[config.mk]
export PLATFORM = sky130hd
export DESIGN_NAME = tl_flow_ctrl
export DESIGN_NICKNAME = d
export VERILOG_FILES = /design/src/rtl/tl_pkg.sv /design/src/rtl/tl_flow_ctrl.sv
export SDC_FILE = /design/constraint.sdc
export NUM_CORES = 1
export LEC_CHECK = 0
export CAP_MARGIN = 15
export CORE_MARGIN = 3
export CORE_UTILIZATION = 25
export CTS_BUF_LIST = sky130_fd_sc_hd__clkbuf_8
export CTS_CLUSTER_DIAMETER = 60
export CTS_CLUSTER_SIZE = 12
export DETAILED_ROUTE_END_ITERATION = 8
export DONT_BUFFER_PORTS = 1
export SYNTH_ARGS = -nofsm -noshare
export SYNTH_HDL_FRONTEND = slang
export SYNTH_SLANG_ARGS = --single-unit
[constraint.sdc]
create_clock -name clk -period 5.32 [get_ports clk]
set_input_delay 0.798 -clock clk [delete_from_list [all_inputs] [get_ports clk]]
set_output_delay 0.798 -clock clk [all_outputs]
set_load 0.01 [all_outputs]
[src/rtl/tl_pkg.sv]
// Shared types and constants for the transaction-layer flow controller.
package tl_pkg;

  typedef enum logic [2:0] {
    ST_RESET  = 3'd0,
    ST_INIT   = 3'd1,
    ST_IDLE   = 3'd2,
    ST_ACTIVE = 3'd3,
    ST_ERROR  = 3'd4
  } state_t;

  localparam int DATA_W   = 12;
  localparam int N_PORTS  = 4;
  localparam int DEST_MSB = 9;
  localparam int DEST_LSB = 8;
  localparam int DEST_W   = DEST_MSB - DEST_LSB + 1;

  localparam logic [2:0] UMBRAL_ALTO_DEF = 3'd6;
  localparam logic [2:0] UMBRAL_BAJO_DEF = 3'd1;

  // Decode a destination field into the one-hot push vector.
  function automatic logic [N_PORTS-1:0] dest_onehot(input logic [DEST_W-1:0] dest);
    logic [N_PORTS-1:0] r;
    r       = {N_PORTS{1'b0}};
    r[dest] = 1'b1;
    return r;
  endfunction

endpackage

[src/rtl/tl_flow_ctrl.sv]
// Flow controller: routes words from a FWFT input FIFO to four output FIFOs,
// with threshold configuration, head-of-line stalling and a sticky error state.
module tl_flow_ctrl
  import tl_pkg::*;
(
  input  logic              clk,
  input  logic              reset,
  input  logic              init,
  input  logic [2:0]        Umbral_bajo,
  input  logic [2:0]        Umbral_alto,
  input  logic              in_empty,
  input  logic [DATA_W-1:0] in_data,
  output logic              in_pop,
  input  logic [N_PORTS-1:0] out_almost_full,
  input  logic [N_PORTS-1:0] fifo_error,
  output logic [N_PORTS-1:0] out_push,
  output logic [DATA_W-1:0] out_data,
  output logic [2:0]        umbral_alto_q,
  output logic [2:0]        umbral_bajo_q,
  output logic [2:0]        state_o,
  output logic              idle,
  output logic              active,
  output logic              error
);

  state_t              state_r;
  logic [2:0]          stg_alto_r;
  logic [2:0]          stg_bajo_r;
  logic [2:0]          alto_q_r;
  logic [2:0]          bajo_q_r;
  logic [N_PORTS-1:0]  push_r;
  logic [DATA_W-1:0]   data_r;

  logic [DEST_W-1:0]   dest_s;
  logic                err_s;
  logic                pop_s;

  assign dest_s = in_data[DEST_MSB:DEST_LSB];
  assign err_s  = |fifo_error;

  // Pop only when the head word's destination can accept it; a blocked head stalls everything behind it.
  always_comb begin
    pop_s = 1'b0;
    if ((state_r == ST_ACTIVE) && !in_empty && !init && !err_s && !out_almost_full[dest_s]) begin
      pop_s = 1'b1;
    end else begin
      pop_s = 1'b0;
    end
  end

  // Control FSM plus registered push path; a pop always turns into a push on the next edge.
  always_ff @(posedge clk or posedge reset) begin
    if (reset) begin
      state_r    <= ST_RESET;
      stg_alto_r <= 3'd0;
      stg_bajo_r <= 3'd0;
      alto_q_r   <= UMBRAL_ALTO_DEF;
      bajo_q_r   <= UMBRAL_BAJO_DEF;
      push_r     <= {N_PORTS{1'b0}};
      data_r     <= {DATA_W{1'b0}};
    end else begin
      if (pop_s) begin
        push_r <= dest_onehot(dest_s);
        data_r <= in_data;
      end else begin
        push_r <= {N_PORTS{1'b0}};
      end

      case (state_r)
        ST_RESET: begin
          state_r <= ST_INIT;
        end
        ST_INIT: begin
          if (err_s) begin
            state_r <= ST_ERROR;
          end else if (init) begin
            stg_alto_r <= Umbral_alto;
            stg_bajo_r <= Umbral_bajo;
          end else if (stg_bajo_r < stg_alto_r) begin
            alto_q_r <= stg_alto_r;
            bajo_q_r <= stg_bajo_r;
            state_r  <= ST_IDLE;
          end else begin
            state_r <= ST_ERROR;
          end
        end
        ST_IDLE: begin
          if (err_s) begin
            state_r <= ST_ERROR;
          end else if (init) begin
            state_r <= ST_INIT;
          end else if (!in_empty) begin
            state_r <= ST_ACTIVE;
          end else begin
            state_r <= ST_IDLE;
          end
        end
        ST_ACTIVE: begin
          // An empty input means no pop this cycle, so nothing is left pending.
          if (err_s) begin
            state_r <= ST_ERROR;
          end else if (init) begin
            state_r <= ST_INIT;
          end else if (in_empty) begin
            state_r <= ST_IDLE;
          end else begin
            state_r <= ST_ACTIVE;
          end
        end
        ST_ERROR: begin
          state_r <= ST_ERROR;
        end
        default: begin
          state_r <= ST_ERROR;
        end
      endcase
    end
  end

  assign in_pop        = pop_s;
  assign out_push      = push_r;
  assign out_data      = data_r;
  assign umbral_alto_q = alto_q_r;
  assign umbral_bajo_q = bajo_q_r;
  assign state_o       = state_r;
  assign idle          = (state_r == ST_IDLE);
  assign active        = (state_r == ST_ACTIVE);
  assign error         = (state_r == ST_ERROR);

endmodule

## Word-level counts from Yosys, hierarchy flattened

Index checks and enable logic that the tools add are counted.
W data, S select, Z words.

- Register bits: 31
- Latch bits: 0
- Bits in writable memories: 0
- Memory bits (read-only): 0
- Bits of input ports: 30
- Output and inout port bits: 29
- Word-level logic and storage cells: 44
- Memories: 0

- Add/sub/neg operators: 0
- $mul: 0
- Divide/modulo/power cells: 0
- Order comparisons: 3
- Equality and inequality tests: 5
- Shifts and indexed selects: 0
- Multiplexer cells: 13
- Bitwise gates (word level): 2
- Reductions and logical operators: 14

Operator list:

| kind | number |
|---|---|
| $mux W3 | 4 |
| $pmux W3 S3 | 1 |
| $eq A3 B2 Y1 const B | 2 |
| $logic_and A1 B1 Y1 | 5 |
| $logic_not A1 Y1 | 4 |
| $mux W1 | 4 |
| $mux W4 | 1 |
| $reduce_and A4 Y1 | 1 |
| $reduce_or A4 Y1 | 1 |
| $eq A3 B1 Y1 const B | 1 |
| $eq A3 B3 Y1 const B | 1 |
| $logic_not A3 Y1 | 1 |
| $lt A2 B3 Y1 const B | 1 |
| $lt A3 B3 Y1 | 1 |
| $ne A3 B3 Y1 const B | 1 |
| $reduce_and A3 Y1 | 1 |
| $bmux W1 S2 | 1 |
| $demux W1 S2 | 1 |
| $ge A2 B1 Y1 const B | 1 |
| $mux W2 | 1 |
| $not A1 Y1 | 2 |
| $reduce_or A2 Y1 | 1 |

## Logic depth before layout (Yosys ltp)

- Depth in word-level cells: 7
- Mapped depth: 6
- Gate-level depth less buffers: 6

## Least setup slack after synthesis

No wires, ideal clock.

- Path kind: input to output
- Start point: in fifo_error[1]
- End point: out in_pop
- Arrival time: 2.045 ns
- Data required time: 4.522 ns
- Slack: 2.477 ns
- Cell stages on the path: 3
- Path buffers: 1
- Cells stage by stage: or4_4 -> nor4_4 -> buf_6

- Longest elaborated chain between the ends: 5

RTL lines:

| what | RTL line | RTL |
|---|---|---|
| from (decl) | tl_flow_ctrl.sv:15 | `input logic [N_PORTS-1:0] fifo_error,` |
| $reduce_or A4 Y1 | tl_flow_ctrl.sv:39 | `assign err_s = \|fifo_error;` |
| $logic_not A1 Y1 | tl_flow_ctrl.sv:44 | `if ((state_r == ST_ACTIVE) && !in_empty && !init && !err_s && !out_almost_full[dest_s]) begin` |
| $logic_and A1 B1 Y1 (2 in a row) | tl_flow_ctrl.sv:44 |  |
| $mux W1 | tl_flow_ctrl.sv:44 |  |
| to (decl) | tl_flow_ctrl.sv:13 | `output logic in_pop,` |

No other way between the ends.

## Worst setup path in the final report

Ends and elaborated chain as after synthesis.

==> impl_metrics.csv <==
group,metric,value,unit
worst_hold_path,hold_class,"in -> async",
sta,max_slew.worst_pin.slew,963,ps
clock_network,clk_pin_slew,70,ps
critical_path,required,4520,ps
drt,firstDrtPassIters,4,
logic_synthesis,yosys.area.top_type,"dfrtp_1",
drt,wirelength,2780,um
pwr,irDropWorstVdd,0.000148,V
clock_network,numCtsBuffers,5,
placement,placement.io_buffers,0,
sta,rsz0062_at_grt,"no",
final_layout,n_antenna_cell,0,
logic_synthesis,yosysWarnings,0,
final_layout,nNetsFinal,132,
clock_network,cts-root-buf,"clkbuf_8",
logic_synthesis,synth_top_area_share,52.5,%
logic_synthesis,synth_most_common_cell,"dfrtp_1",
logic_synthesis,ys_ff_latch,31,
global_route,antenna_found_initial,0,
clock_network,cts_setup_buffers,0,
pwr,powerDensity,332,nW/um^2
clock_network,tritoncts,"done",
critical_path,cp_slowest_cell,"nor4_4",
clock_network,clk_latency,280,ps
placement,preCtsSetupSlack,2260,ps
run_status,status,"complete, no violations",
sta,max_slew_margin,35.3,%
sta,finalHoldViolCount,0,
global_route,grt_pass1_vias,910,
critical_path,cp-start-kind,"primary input",
global_route,track_usage,9.75,%
final_layout,fillers,513,
global_route,grt-ovfl-total,0,
final_layout,area_growth,17.4,%
critical_path,critPathCaptureType,"primary output",
logic_synthesis,syn_inst,93,
final_layout,finish.utilization,31.7,%
drt,viasPerCell,4.59,
flow_run,max_cap_violations,0,
logic_synthesis,synth_cell_types,25,
final_layout,multi_input_area,524,um^2
sta,timing.hold.ws,508,ps
logic_synthesis,syn-mean-instance-area,14.3,um^2
sta,max_freq,0.330,GHz
final_layout,drive_gt1_share,38.6,%
global_route,grt_pass1_wl,4460,um
critical_path,critPathBufInv,0,
logic_synthesis,syn-num-nets,125,
drt,ant_nets,0,
global_route,grt_max_degree,32,
drt,drc,0,
logic_synthesis,synth_area,1330,um^2
logic_synthesis,synth.area.top_cells,"dfrtp_1, mux2_2, dfstp_2, nor4_4, mux4_1",
critical_path,path_class,"in -> out",
placement,hpwl,2150,um
die,rows,25,
clock_network,ctsHtreeMaxLevel,2,
sta,period_needed,3030,ps
logic_synthesis,synth_edf_count,0,
clock_network,cts_num_sinks,31,
drt,vias,771,
die,die_h,79.0,um
logic_synthesis,synth_seq_area_share,58.4,%
clock_network,hold_buffers,0,
die,io_pins,59,
logic_synthesis,synth_commonest_cells,"dfrtp_1, mux2_2, inv_1, nor2_1",
logic_synthesis,synthArstFlopShare,100,%
pwr,total_power,0.521,mW
drt,drt_iter0_drc,16,
die,coreArea,4940,um^2
critical_path,cp_max_fo,17,
die,initial_core_util,27.0,%
critical_path,cp.arrival,2240,ps
placement,placed_cell_area,1410,um^2
pwr,power.leakage,0.726,nW
drt,wire_per_inst,16.6,um
clock_network,cts_repair_resize_count,0,
final_layout,seqCellArea,779,um^2
die,die_area,6250,um^2
critical_path,slowest_delay,860,ps
sta,tns,0,ps
sta,setup_ws,2290,ps
sta,fin_worst_skew,7.20,ps
sta,drv_slew,0,
die,die_w,79.0,um
sta,setup_violations,0,
final_layout,stdcell_area,1570,um^2
sta,period_share,57.0,%
final_layout,layout.cells.non_filler,168,
placement,gp_congestion,0.735,
clock_network,clock_path_buffers,2,
logic_synthesis,ys.flop_type,"dfrtp_1",
placement,dp_cells,159,
critical_path,cpLargestDelayFamily,"simple AND/OR/NAND/NOR gates",
critical_path,worstPathCellList,"or4_4 -> nor4_4",
## worst reg2reg max path, stage by stage (launching register included)
cell and delay [ps]:
dfrtp_1 510, or4bb_1 570, nor4_4 750, mux2_2 430
## cells by family after synthesis
logic type,Yosys count,share of synthesized area [%]
flops,31,58.4
mux,24,21.4
simple gates,21,11.8
compound gates,9,4.22
buf+inv,6,2.25
fa+ha+maj,2,1.88
## power breakdown
part           leakage, nW  internal (mW)  switching, mW
Clock               0.0695          0.185         0.0853
Sequential           0.412          0.236        0.00118
Combinational        0.245        0.00515        0.00754
Total                0.726          0.427         0.0941
## path summary, 6_finish.rpt
check                              start               end  slack, ps  cells past startpoint
min in group clk           stg_bajo_r[0]     stg_bajo_r[0]        540                      1
hold reg to reg            stg_bajo_r[0]     stg_bajo_r[0]        540                      1
max in group asynchronous          reset  umbral_alto_q[1]       4210                      2
setup / recovery           fifo_error[1]            in_pop       2290                      2
hold / removal                     reset       out_data[1]        510                      1
setup reg to reg              state_o[0]      out_data[10]       2940                      3
## sequential cells by signal, summed over array words and instances (netlist names)
register / count
out_data: 12
out_push: 4
state_o: 3
stg_alto_r: 3
stg_bajo_r: 3
umbral_alto_q: 3
umbral_bajo_q: 3
## final cells by class
cell class / instances / area share, %
repair buffers: 1 / 1.76
multi-input cells: 56 / 33.5
well taps: 67 / 5.35
clock inverters: 3 / 4.07
flip-flops and latches: 31 / 49.8
clock buffers: 5 / 4.39
inverters: 5 / 1.20
## per-layer routing
layer	up-vias	share of wire, %	track usage [%]
li1	349	-	-
met3	4	11	6.01
met5	-	0	0
met4	0	1.3	4.30
met2	47	48	15.7
met1	371	39	10.1
## cell usage in the layout, fill, tap and decap left out, types with 2 or more instances in the layout
| master | n |
|---|---|
| nor2_1 | 5 |
| clkbuf_8 | 5 |
| a21oi_1 | 3 |
| mux2_2 | 23 |
| nand2_1 | 3 |
| dfrtp_1 | 28 |
| o21ai_0 | 2 |
| bufinv_16 | 2 |
| nor4_4 | 2 |
| nor3b_1 | 2 |
| inv_1 | 6 |
| ha_1 | 2 |
| dfstp_2 | 3 |
| o21bai_1 | 2 |
(Power assumes the default switching activity.)
